**config.mk**
```make
export PLATFORM = sky130hd
export DESIGN_NAME = dvfs_multi_domain_governor
export DESIGN_NICKNAME = d
export VERILOG_FILES = /design/src/rtl/dvfs_multi_domain_governor.sv
export SDC_FILE = /design/constraint.sdc
export NUM_CORES = 1
export LEC_CHECK = 0
export ABC_AREA = 1
export BUFFER_PORTS_ARGS = -buffer_cell sky130_fd_sc_hd__buf_4
export CORE_MARGIN = 8
export CORE_UTILIZATION = 45
export CTS_CLUSTER_DIAMETER = 100
export DETAILED_ROUTE_END_ITERATION = 6
export SETUP_SLACK_MARGIN = 0.1
export SLEW_MARGIN = 10
export SYNTH_ARGS = -nofsm -noshare
export SYNTH_HDL_FRONTEND = slang
export SYNTH_SLANG_ARGS = --single-unit
```
**constraint.sdc**
```tcl
create_clock -name clk -period 3.45 [get_ports clk]
set_input_delay 0 -clock clk [delete_from_list [all_inputs] [get_ports clk]]
set_output_delay 0 -clock clk [all_outputs]
set_load 0.005 [all_outputs]
```
**src/rtl/dvfs_multi_domain_governor.sv**
```systemverilog
// dvfs_multi_domain_governor
// Closed-loop DVFS governor for N_DOM power domains sharing one voltage
// regulator port. Each domain keeps an EMA-filtered utilisation, a settle timer
// and committed voltage/frequency levels. One level step is in flight at a time:
// voltage moves before frequency on the way up, and frequency moves before
// voltage on the way down, so that freq_level never exceeds volt_level.
module dvfs_multi_domain_governor #(
   parameter int N_DOM       = 4,
   parameter int LVL_W       = 3,
   parameter int MAX_LVL     = 7,
   parameter int RESET_LVL   = 2,
   parameter int EMA_SHIFT   = 3,
   parameter int SETTLE_W    = 8,
   parameter int ACK_TIMEOUT = 64
) (
   input  logic                         clk,
   input  logic                         reset,
   input  logic                         enable,
   input  logic [N_DOM*8-1:0]           util_in,
   input  logic [7:0]                   hi_thresh,
   input  logic [7:0]                   lo_thresh,
   input  logic [SETTLE_W-1:0]          settle_cfg,
   input  logic [7:0]                   temperature,
   input  logic [7:0]                   temp_limit,
   output logic                         vreg_req,
   output logic [$clog2(N_DOM)-1:0]     vreg_dom,
   output logic [LVL_W-1:0]             vreg_lvl,
   input  logic                         vreg_ack,
   input  logic                         err_clr,
   output logic [N_DOM*LVL_W-1:0]       volt_level,
   output logic [N_DOM*LVL_W-1:0]       freq_level,
   output logic [N_DOM*8-1:0]           util_ema,
   output logic                         busy,
   output logic                         timeout_err
);

   localparam int DOM_W  = $clog2(N_DOM);
   localparam int ACC_W  = 8 + EMA_SHIFT;
   localparam int WAIT_W = $clog2(ACK_TIMEOUT + 1);
   localparam logic [LVL_W-1:0]  MAX_L     = LVL_W'(MAX_LVL);
   localparam logic [LVL_W-1:0]  RST_L     = LVL_W'(RESET_LVL);
   localparam logic [WAIT_W-1:0] WAIT_LAST = WAIT_W'(ACK_TIMEOUT - 1);

   typedef enum logic [2:0] {IDLE, UP_V, UP_F, DN_F, DN_V} state_t;

   state_t                state_q;
   logic [ACC_W-1:0]      acc_q    [N_DOM];
   logic [ACC_W-1:0]      acc_d    [N_DOM];
   logic [7:0]            ema_w    [N_DOM];
   logic [LVL_W-1:0]      volt_q   [N_DOM];
   logic [LVL_W-1:0]      freq_q   [N_DOM];
   logic [SETTLE_W-1:0]   settle_q [N_DOM];
   logic [DOM_W-1:0]      ptr_q;
   logic [DOM_W-1:0]      grant_q;
   logic [LVL_W-1:0]      tgt_q;
   logic [WAIT_W-1:0]     wait_q;
   logic                  req_q;
   logic                  err_q;
   logic [N_DOM-1:0]      up_pend;
   logic [N_DOM-1:0]      dn_pend;
   logic                  hot;
   logic                  found;
   logic [DOM_W-1:0]      pick;
   logic                  pick_up;

   // EMA next value: acc - acc/2^EMA_SHIFT + sample, settles at util<<EMA_SHIFT
   always_comb begin
      for (int d = 0; d < N_DOM; d++) begin
         acc_d[d] = acc_q[d] - (acc_q[d] >> EMA_SHIFT) + ACC_W'(util_in[8*d +: 8]);
      end
   end

   // EMA accumulators run every cycle, independent of enable
   always_ff @(posedge clk) begin
      for (int d = 0; d < N_DOM; d++) begin
         if (!reset) acc_q[d] <= '0;
         else        acc_q[d] <= acc_d[d];
      end
   end

   // Per-domain pending requests; thermal override only allows stepping down
   always_comb begin
      hot     = (temperature >= temp_limit);
      up_pend = '0;
      dn_pend = '0;
      for (int d = 0; d < N_DOM; d++) begin
         ema_w[d] = acc_q[d][ACC_W-1:EMA_SHIFT];
         if (settle_q[d] == '0) begin
            if (hot)                                          dn_pend[d] = (freq_q[d] != '0);
            else if ((ema_w[d] > hi_thresh) && (freq_q[d] < MAX_L)) up_pend[d] = 1'b1;
            else if ((ema_w[d] < lo_thresh) && (freq_q[d] != '0))   dn_pend[d] = 1'b1;
         end
      end
   end

   // Round-robin pick: first pending domain at or after the pointer
   always_comb begin
      int               idx;
      logic [DOM_W-1:0] cand;
      found   = 1'b0;
      pick    = '0;
      pick_up = 1'b0;
      idx     = 0;
      cand    = '0;
      for (int i = 0; i < N_DOM; i++) begin
         idx = int'(ptr_q) + i;
         if (idx >= N_DOM) idx = idx - N_DOM;
         cand = DOM_W'(idx);
         if (!found && (up_pend[cand] || dn_pend[cand])) begin
            found   = 1'b1;
            pick    = cand;
            pick_up = up_pend[cand];
         end
      end
   end

   // Transition sequencer, regulator handshake, levels and settle timers
   always_ff @(posedge clk) begin
      if (!reset) begin
         state_q <= IDLE;
         ptr_q   <= '0;
         grant_q <= '0;
         tgt_q   <= '0;
         wait_q  <= '0;
         req_q   <= 1'b0;
         err_q   <= 1'b0;
         for (int d = 0; d < N_DOM; d++) begin
            volt_q[d]   <= RST_L;
            freq_q[d]   <= RST_L;
            settle_q[d] <= '0;
         end
      end else begin
         for (int d = 0; d < N_DOM; d++) begin
            if (settle_q[d] != '0) settle_q[d] <= settle_q[d] - 1'b1;
         end
         // a timeout in the same cycle overrides the clear below
         if (err_clr) err_q <= 1'b0;
         case (state_q)
            IDLE: begin
               if (enable && found) begin
                  grant_q <= pick;
                  ptr_q   <= (pick == DOM_W'(N_DOM - 1)) ? '0 : pick + 1'b1;
                  wait_q  <= '0;
                  if (pick_up) begin
                     tgt_q   <= freq_q[pick] + 1'b1;
                     req_q   <= 1'b1;
                     state_q <= UP_V;
                  end else begin
                     tgt_q   <= freq_q[pick] - 1'b1;
                     state_q <= DN_F;
                  end
               end
            end
            UP_V, DN_V: begin
               if (vreg_ack) begin
                  req_q           <= 1'b0;
                  volt_q[grant_q] <= tgt_q;
                  if (state_q == UP_V) begin
                     state_q <= UP_F;
                  end else begin
                     settle_q[grant_q] <= settle_cfg;
                     state_q           <= IDLE;
                  end
               end else if (wait_q == WAIT_LAST) begin
                  req_q             <= 1'b0;
                  err_q             <= 1'b1;
                  settle_q[grant_q] <= settle_cfg;
                  state_q           <= IDLE;
               end else begin
                  wait_q <= wait_q + 1'b1;
               end
            end
            UP_F: begin
               freq_q[grant_q]   <= tgt_q;
               settle_q[grant_q] <= settle_cfg;
               state_q           <= IDLE;
            end
            DN_F: begin
               freq_q[grant_q] <= tgt_q;
               req_q           <= 1'b1;
               wait_q          <= '0;
               state_q         <= DN_V;
            end
            default: state_q <= IDLE;
         endcase
      end
   end

   // Flatten per-domain registers onto the output buses
   always_comb begin
      volt_level = '0;
      freq_level = '0;
      util_ema   = '0;
      for (int d = 0; d < N_DOM; d++) begin
         volt_level[d*LVL_W +: LVL_W] = volt_q[d];
         freq_level[d*LVL_W +: LVL_W] = freq_q[d];
         util_ema[8*d +: 8]           = ema_w[d];
      end
   end

   assign vreg_req    = req_q;
   assign vreg_dom    = grant_q;
   assign vreg_lvl    = tgt_q;
   assign busy        = (state_q != IDLE);
   assign timeout_err = err_q;

endmodule
```
# --- Word-level counts from Yosys, hierarchy flattened ---
# Memories as Yosys holds them, arrays and structs flattened.
# Index checks and enable logic that the tools add are counted.
totals:
  ff_bits: 19
  mem_bits_rw: 100
  inputBits: 77
  output_inout_bits: 64
  elab_cells: 250
  n_memories: 4
classes:
  addsub: 23
  magnitude_cmp: 21
  eq_ne: 11
  muxes: 132
  bitwise: 11
  n_reduce_logical: 41
memory_table:
  columns: ["memory", "words", "word_bits", "read_ports", "rd_clocked_by_memory_dff", "wr", "line", "text"]
  rows:
  - ["acc_q", 4, 11, 4, 0, 4, "47", "logic [ACC_W-1:0] acc_q [N_DOM];"]
  - ["settle_q", 4, 8, 4, 0, 5, "52", "logic [SETTLE_W-1:0] settle_q [N_DOM];"]
  - ["freq_q", 4, 3, 5, 0, 4, "51", "logic [LVL_W-1:0] freq_q [N_DOM];"]
  - ["volt_q", 4, 3, 4, 0, 4, "50", "logic [LVL_W-1:0] volt_q [N_DOM];"]
op_table:
  columns: ["operator", "n"]
  rows:
  - ["1-bit 2-to-1 mux", 88]
  - ["8-bit 2-to-1 mux", 6]
  - ["11-bit by 8-bit adder with 11-bit output", 4]
  - ["11-bit 2-to-1 mux", 4]
  - ["11-bit by 8-bit subtractor with 11-bit output", 4]
  - ["8-bit > comparator", 4]
  - ["8-bit logical NOT", 4]
  - ["8-bit less-than comparator", 4]
  - ["8-bit nonzero test", 4]
  - ["8-bit by 1-bit subtractor with 8-bit output (second input constant)", 4]
  - ["2-bit 2-to-1 mux", 13]
  - ["3-bit 2-to-1 mux", 7]
  - ["7-bit 2-to-1 mux", 3]
  - ["7-bit case mux with 3 select lines", 1]
  - ["3-bit nonzero test", 6]
  - ["1-bit binary-select mux with 2-bit select", 8]
  - ["1-bit logical AND", 12]
  - ["2-bit by 3-bit less-than comparator with 1-bit output (second input constant)", 4]
  - ["3-bit less-than comparator (second input constant)", 4]
  - ["1-bit OR", 11]
  - ["3-bit >= comparator (second input constant)", 3]
  - ["3-bit case mux with 3 select lines", 1]
  - ["8-bit >= comparator", 1]
  - ["2-bit != test (second input constant)", 4]
  - ["22 further kinds", 35]

# --- Logic depth before layout (Yosys ltp) ---
# Gate-level depths: netlist of the first run.
# An unclocked memory read counts as a cell.
logic_depth:
  ltp_word: 23
  ltp_mapped: 33
  mapped_depth_nobuf: 33

# --- Least setup slack after synthesis of the first run ---
# No wires, ideal clock.
synth_timing:
  path_kind: "register to register"
  from: "memory acc_q[0][10] (netlist name)"
  to: "register tgt_q[2], in the netlist vreg_lvl[2]"
  setup_ps: 109
  arrival_ps: 3090
  t_required_ps: 3341
  slack_ps: 251
  path_stages_with_launch: 28
  n_path_buf: 0
  period_less_slack_ps: 3199
  cell_sequence: "dfxtp_1 > ha_1 > nand2_1 > nor2_1 > a21boi_0 > nand2_1 > nand3_1 > nand2_1 > nand3_1 > nand2_1 > nand2_2 > nand3_4 > nor2_8 > nand3_2 > nand2_1 > nand2_2 > nand2_4 > a21oi_1 > o21ai_1 > nand2_1 > fa_1 > nand3b_1 > nand2_2 > inv_1 > nand2_1 > nand3_1 > nand2_1 > inv_1"
synth_lines:
  columns: ["element", "line", "text"]
  rows:
  - ["start: declaration", "47", null]
  - ["end signal: assignment", "145", "tgt_q <= freq_q[pick] + 1'b1;"]
  - ["end signal: assignment", "149", "tgt_q <= freq_q[pick] - 1'b1;"]
  - ["end: declaration", "55", "logic [LVL_W-1:0] tgt_q;"]

==> flow_summary.toml, run 1 <==
[run_status]
status = "completed"

[clock_tree]
root_buffer = "clkbuf_16"
insertion_delay_ns = 0.42
cts_tree = "built"
clk_pin_slew_ns = 0.06
cts.sinks = 119
htreeDepth = 4
cts.path.max_buffers = 2
numCtsBuffers = 17

[sta]
slew-limit-headroom_pct = 29.7
fin_crit_sh_pct = 97.5
hold_viol_final = 0
setup_tns_ns = 0
slew_viol_final = 0
max_freq_ghz = 0.297
setup_viol = 0
worst_pin_slew_ns = 1.05
rsz0062_at_grt = "yes"
period_minus_slack_ns = 3.36
skew_ns = 0.0149

[setup_path]
crit_family = "simple AND/OR/NAND/NOR gates"
startpoint_type = "flip-flop"
critical_path_class = "flip-flop to flip-flop"
crit_path_max_fanout = 8
required_ns = 3.77
cp-end-kind = "flip-flop"
arrival_ns = 3.68
path_buf_inv = 2
slowest_stage = "fa_2"
slowest_delay_ns = 0.36

[finish]
num_antenna_cells = 0
final_common_cell = "inv_1"
final_cell_mix = "inv_1, buf_4, nand2_1"
nets = 1783
area_growth_pct = 25.9
stdcell_count = 1850
drive_gt1_share_pct = 23.5
num-fill-cells = 2118

[route]
vias = 9055
drtIter0Drc = 436
drtAntennaViolNets = 0
post_drt_wl_per_cell_um = 14.3
viasPerCell = 4.89
dr.pass1.iters = 5
routed_wl_um = 26500
drc = 0

[logic_synthesis]
synth_async_sr_flop_share_pct = 0
synthDistinctLibCells = 51
synth-main-ff-cell = "dfxtp_1"
synth_edf_count = 56
yosysSeqAreaShare_pct = 28.9
synthesis.nets = 1586
netlist_instances = 1355
syn_area_um2 = 10200
ys_ff_latch = 119
syn_area_per_cell_um2 = 7.51
yosysWarnings = 0

[grt]
grt_pass1_vias = 9019
grt_max_degree = 30
grt_use_total_pct = 19.2
antenna_found_initial = 0
grt-ovfl-total = 0
grt_pass1_wl_um = 43700

[placement]
dp_cells = 1798
post-dp-hpwl_um = 21300
port_buffers = 140
place_congestion = 0.866

[power_and_ir_drop]
vdd_drop_max_v = 0.000433
power_mw = 12.7
p_leak_nw = 6.52
p_per_area_nw_per_um2 = 989

[die]
core_area_um2 = 22400
fp.dieArea_um2 = 27700
num_rows = 55
die_y_um = 166
ioPinCount = 141
initial_core_util_pct = 45.4
die_w_um = 166

[worst_hold_path]
hp-class = "primary input to flip-flop"

[run]
max_cap_viol_count = 0
[Yosys cell counts (27+ instances only)]
| master | n | area [um^2] |
|---|---|---|
| nand2_1 | 223 | 837 |
| fa_1 | 33 | 661 |
| nand3_1 | 52 | 260 |
| buf_4 | 32 | 240 |
| nor2_1 | 137 | 514 |
| inv_1 | 288 | 1080 |
| ha_1 | 121 | 1510 |
| o21ai_0 | 75 | 375 |
| edfxtp_1 | 56 | 1680 |
| dfxtp_1 | 63 | 1260 |
| nor3_1 | 27 | 135 |
| a21oi_1 | 89 | 445 |
[layout make-up]
class / count / area, um^2 / area share (%)
multi-input combinational: 894 / 6090 / 47.5
sequential: 119 / 2970 / 23.1
timing repair buffer: 225 / 1730 / 13.5
inverter: 295 / 1110 / 8.64
clock buffer: 20 / 447 / 3.49
tap: 285 / 357 / 2.78
clock inverter: 12 / 119 / 0.928
[final timing paths]
check,from,endpoint,slack (ns),depth (start not counted)
max,acc_q[0][6]$_SDFF_PN0_,vreg_lvl[2]$_SDFFE_PN0P_,0.09,26
min,settle_cfg[3],settle_q[1][3]$_DFFE_PP_,0.01,3
max reg2reg,acc_q[0][6]$_SDFF_PN0_,vreg_lvl[2]$_SDFFE_PN0P_,0.09,26
min reg2reg,wait_q[5]$_SDFFE_PN0P_,wait_q[5]$_SDFFE_PN0P_,0.47,1
[layer usage]
metal / share of wire, % / wire length (um) / GRT usage (%)
met5: 0 / 0 / 0
met4: 1.3 / 342 / 5.21
met3: 6.0 / 1590 / 5.20
met2: 49 / 12900 / 33.2
met1: 44 / 11700 / 23.1
[flip-flops by register name, summed over array words and instances, names as in the netlist]
| register | cells |
|---|---|
| acc_q | 44 |
| settle_q | 32 |
| freq_q | 12 |
| volt_q | 12 |
| wait_q | 7 |
| state_q | 3 |
| vreg_lvl | 3 |
| ptr_q | 2 |
| vreg_dom | 2 |
| timeout_err | 1 |
| vreg_req | 1 |
[tightest hold or removal path, cell delays in order]
cell	delay, ns
buf_4	0.07
inv_1	0.08
o21ai_0	0.16
[per-stage QoR]
| step | utilization [%] | hold slack, ns | instance area [um^2] | setup slack (ns) |
|---|---|---|---|---|
| 6_report | 57.1 | 0.0134 | 12800 | 0.0869 |
| 5_1_grt | 57.1 | 0.0196 | 12800 | -0.156 |
| 3_5_place_dp | 52.5 | 0.271 | 11800 | -0.0380 |
| 2_1_floorplan | - | 0.163 | 10200 | 0.251 |
| 4_1_cts | 56.2 | 0.0165 | 12600 | 0.104 |
| 3_3_place_gp | 52.5 | 0.264 | 11800 | 0.0432 |
[power breakdown]
group	internal [mW]	switching, mW	total [mW]	leakage (nW)
Clock	1.02	0.722	1.74	0.272
Combinational	3.66	4.87	8.53	5.13
Sequential	2.05	0.351	2.40	1.12
Total	6.73	5.94	12.7	6.52
[logic make-up (layout without fill, tap and decap cells)]
group	count (synthesis)	count (layout)	share of synthesized area, %
flops	119	119	28.9
buf+inv	342	552	13.8
simple gates	509	509	22.6
xor+xnor	16	16	1.45
fa+ha+maj	154	154	21.4
compound gates	213	213	11.6
mux	2	2	0.221
[timing repair]
action,in CTS,in global routing
pin swaps,10,24
buffers inserted,2,3
hold buffers,15,0
setup endpoints to repair,1,4
endpoints found under the hold margin,31,0
resized for setup,33,45
(Power assumes the default switching activity.)
==> run 2: changes to the inputs <==
Settings changed: CTS_BUF_LIST set to sky130_fd_sc_hd__clkbuf_4.
==> run 2 against run 1 <==
Non-clock buffer count grew 9. Sequential power is essentially flat. Global-route usage grew 0.075 points. Wire length grew 1.5%. Total power shrank 4.4%. Clock-buffer cell count shrank 1. Die area is the same.
==> flow_summary.toml, run 2 (same netlist as run 1, synthesis figures left out) <==
[clock_tree]
htreeDepth = 4
numCtsBuffers = 17
cts.sinks = 119
clk_pin_slew_ns = 0.13
cts.path.max_buffers = 2
root_buffer = "clkbuf_4"
insertion_delay_ns = 0.57
cts_tree = "built"

[finish]
final_common_cell = "inv_1"
num-fill-cells = 2148
multiInputGateArea_um2 = 6230
area_growth_pct = 25.2
reg.largest.list = "acc_q x44, settle_q x32"
drive_gt1_share_pct = 25.7
stdcell_count = 1860
nets = 1792
top_register = "acc_q"
largest_reg_flops = 44
final_cell_mix = "inv_1, buf_4, nand2_1"
seqCellArea_um2 = 2970

[grt]
grt_use_total_pct = 19.3
antenna_found_initial = 1
grt-ovfl-total = 0
grt_max_degree = 30
grt_pass1_vias = 9036
grt_pass1_wl_um = 43600

[setup_path]
crit_top_cell = "nand2_2"
startpoint_type = "flip-flop"
required_ns = 3.91
slowest_stage = "fa_2"
arrival_ns = 3.89
rr_startpoint = "acc_q[3][8]$_SDFF_PN0_"
critical_path_class = "flip-flop to flip-flop"
cp-end-kind = "flip-flop"
startpoint = "acc_q[3][8]$_SDFF_PN0_"
crit_path_max_fanout = 5
slowest_delay_ns = 0.39

[route]
dr.pass1.iters = 5
routed_wl_um = 26900
routed.top_layer = "met4"
viasPerCell = 4.92
wl_met2_um = 13200
drtAntennaViolNets = 0
post_drt_wl_per_cell_um = 14.5
drc = 0
wl_met3_um = 1730
vias = 9148
drtIter0Drc = 449
wl_met1_um = 11700

[sta]
worst_pin_slew_ns = 1.06
slew_viol_final = 0
skew_ns = 0.0374
max_freq_ghz = 0.291
period_minus_slack_ns = 3.43
rsz0062_at_grt = "yes"
slew-limit-headroom_pct = 29.2
fin_crit_sh_pct = 99.5
holdWs_ns = 0.0856
setup_viol = 0
hold_viol_final = 0

[worst_hold_path]
hp-start = "util_in[9]"
hp-class = "primary input to flip-flop"

[power_and_ir_drop]
vdd_drop_max_v = 0.000433
power_mw = 12.1
p_leak_nw = 6.46
p_per_area_nw_per_um2 = 951

[die]
fp.dieArea_um2 = 27700
core_area_um2 = 22400
ioPinCount = 141
num_rows = 55
die_w_um = 166
initial_core_util_pct = 45.4
die_y_um = 166

[placement]
dp_cells = 1798
place_congestion = 0.866
post-dp-hpwl_um = 21300
port_buffers = 140

[run]
max_cap_viol_count = 0

[run_status]
status = "completed"
==> run 2: metrics by stage <==
| stage | utilization [%] | instance area [um^2] | setup TNS (ns) | worst slack [ns] |
|---|---|---|---|---|
| finish | 56.8 | 12700 | 0 | 0.0183 |
| global route | 56.8 | 12700 | -0.181 | -0.181 |
| CTS | 55.1 | 12400 | 0 | 0.106 |
| detailed placement | 52.5 | 11800 | -0.0380 | -0.0380 |
| global placement | 52.5 | 11800 | 0 | 0.0432 |
| floorplan | - | 10200 | 0 | 0.251 |
==> run 2: path summary, 6_finish.rpt <==
kind	end	slack (ns)	depth (start not counted)
setup / recovery	vreg_lvl[2]$_SDFFE_PN0P_	0.02	28
hold / removal	acc_q[1][1]$_SDFF_PN0_	0.09	5
setup reg to reg	vreg_lvl[2]$_SDFFE_PN0P_	0.02	28
hold reg to reg	wait_q[5]$_SDFFE_PN0P_	0.48	1
==> run 2: what timing repair did <==
action	CTS	global route
pin swaps	14	31
endpoints found under the hold margin	76	0
endpoints found under the setup margin	1	5
setup buffers	4	5
gates resized for setup	30	85
hold buffers	20	0
==> run 2: cell type report <==
type / count / area share (%)
clock buffers: 19 / 1.12
well taps: 285 / 2.80
multi-input cells: 894 / 48.9
flip-flops and latches: 119 / 23.3
clock inverters: 13 / 0.962
inverters: 295 / 8.69
diodes: 1 / 0.0196
repair buffers: 234 / 14.2
==> run 2: metal layers <==
layer	vias up	GRT usage, %
li1	4725	-
met3	34	6.12
met1	4200	22.8
met4	0	4.43
met5	-	0
met2	189	33.5
==> run 2: power by group <==
part           internal, mW  total (mW)  switching, mW
Combinational          3.74        8.70           4.95
Sequential             2.05        2.40          0.357
Clock                 0.382        1.01          0.631
Total                  6.17        12.1           5.94
==> run 2: worst max-delay path: cells and delay by family (launching register included) <==
kind	cells	cell delay, ns
AND/OR/NAND/NOR	21	1.85
flip-flops	1	0.38
buffers and inverters	3	0.27
AO/OA/AOI/OAI	2	0.14
adder cells (fa/ha/maj)	2	0.70
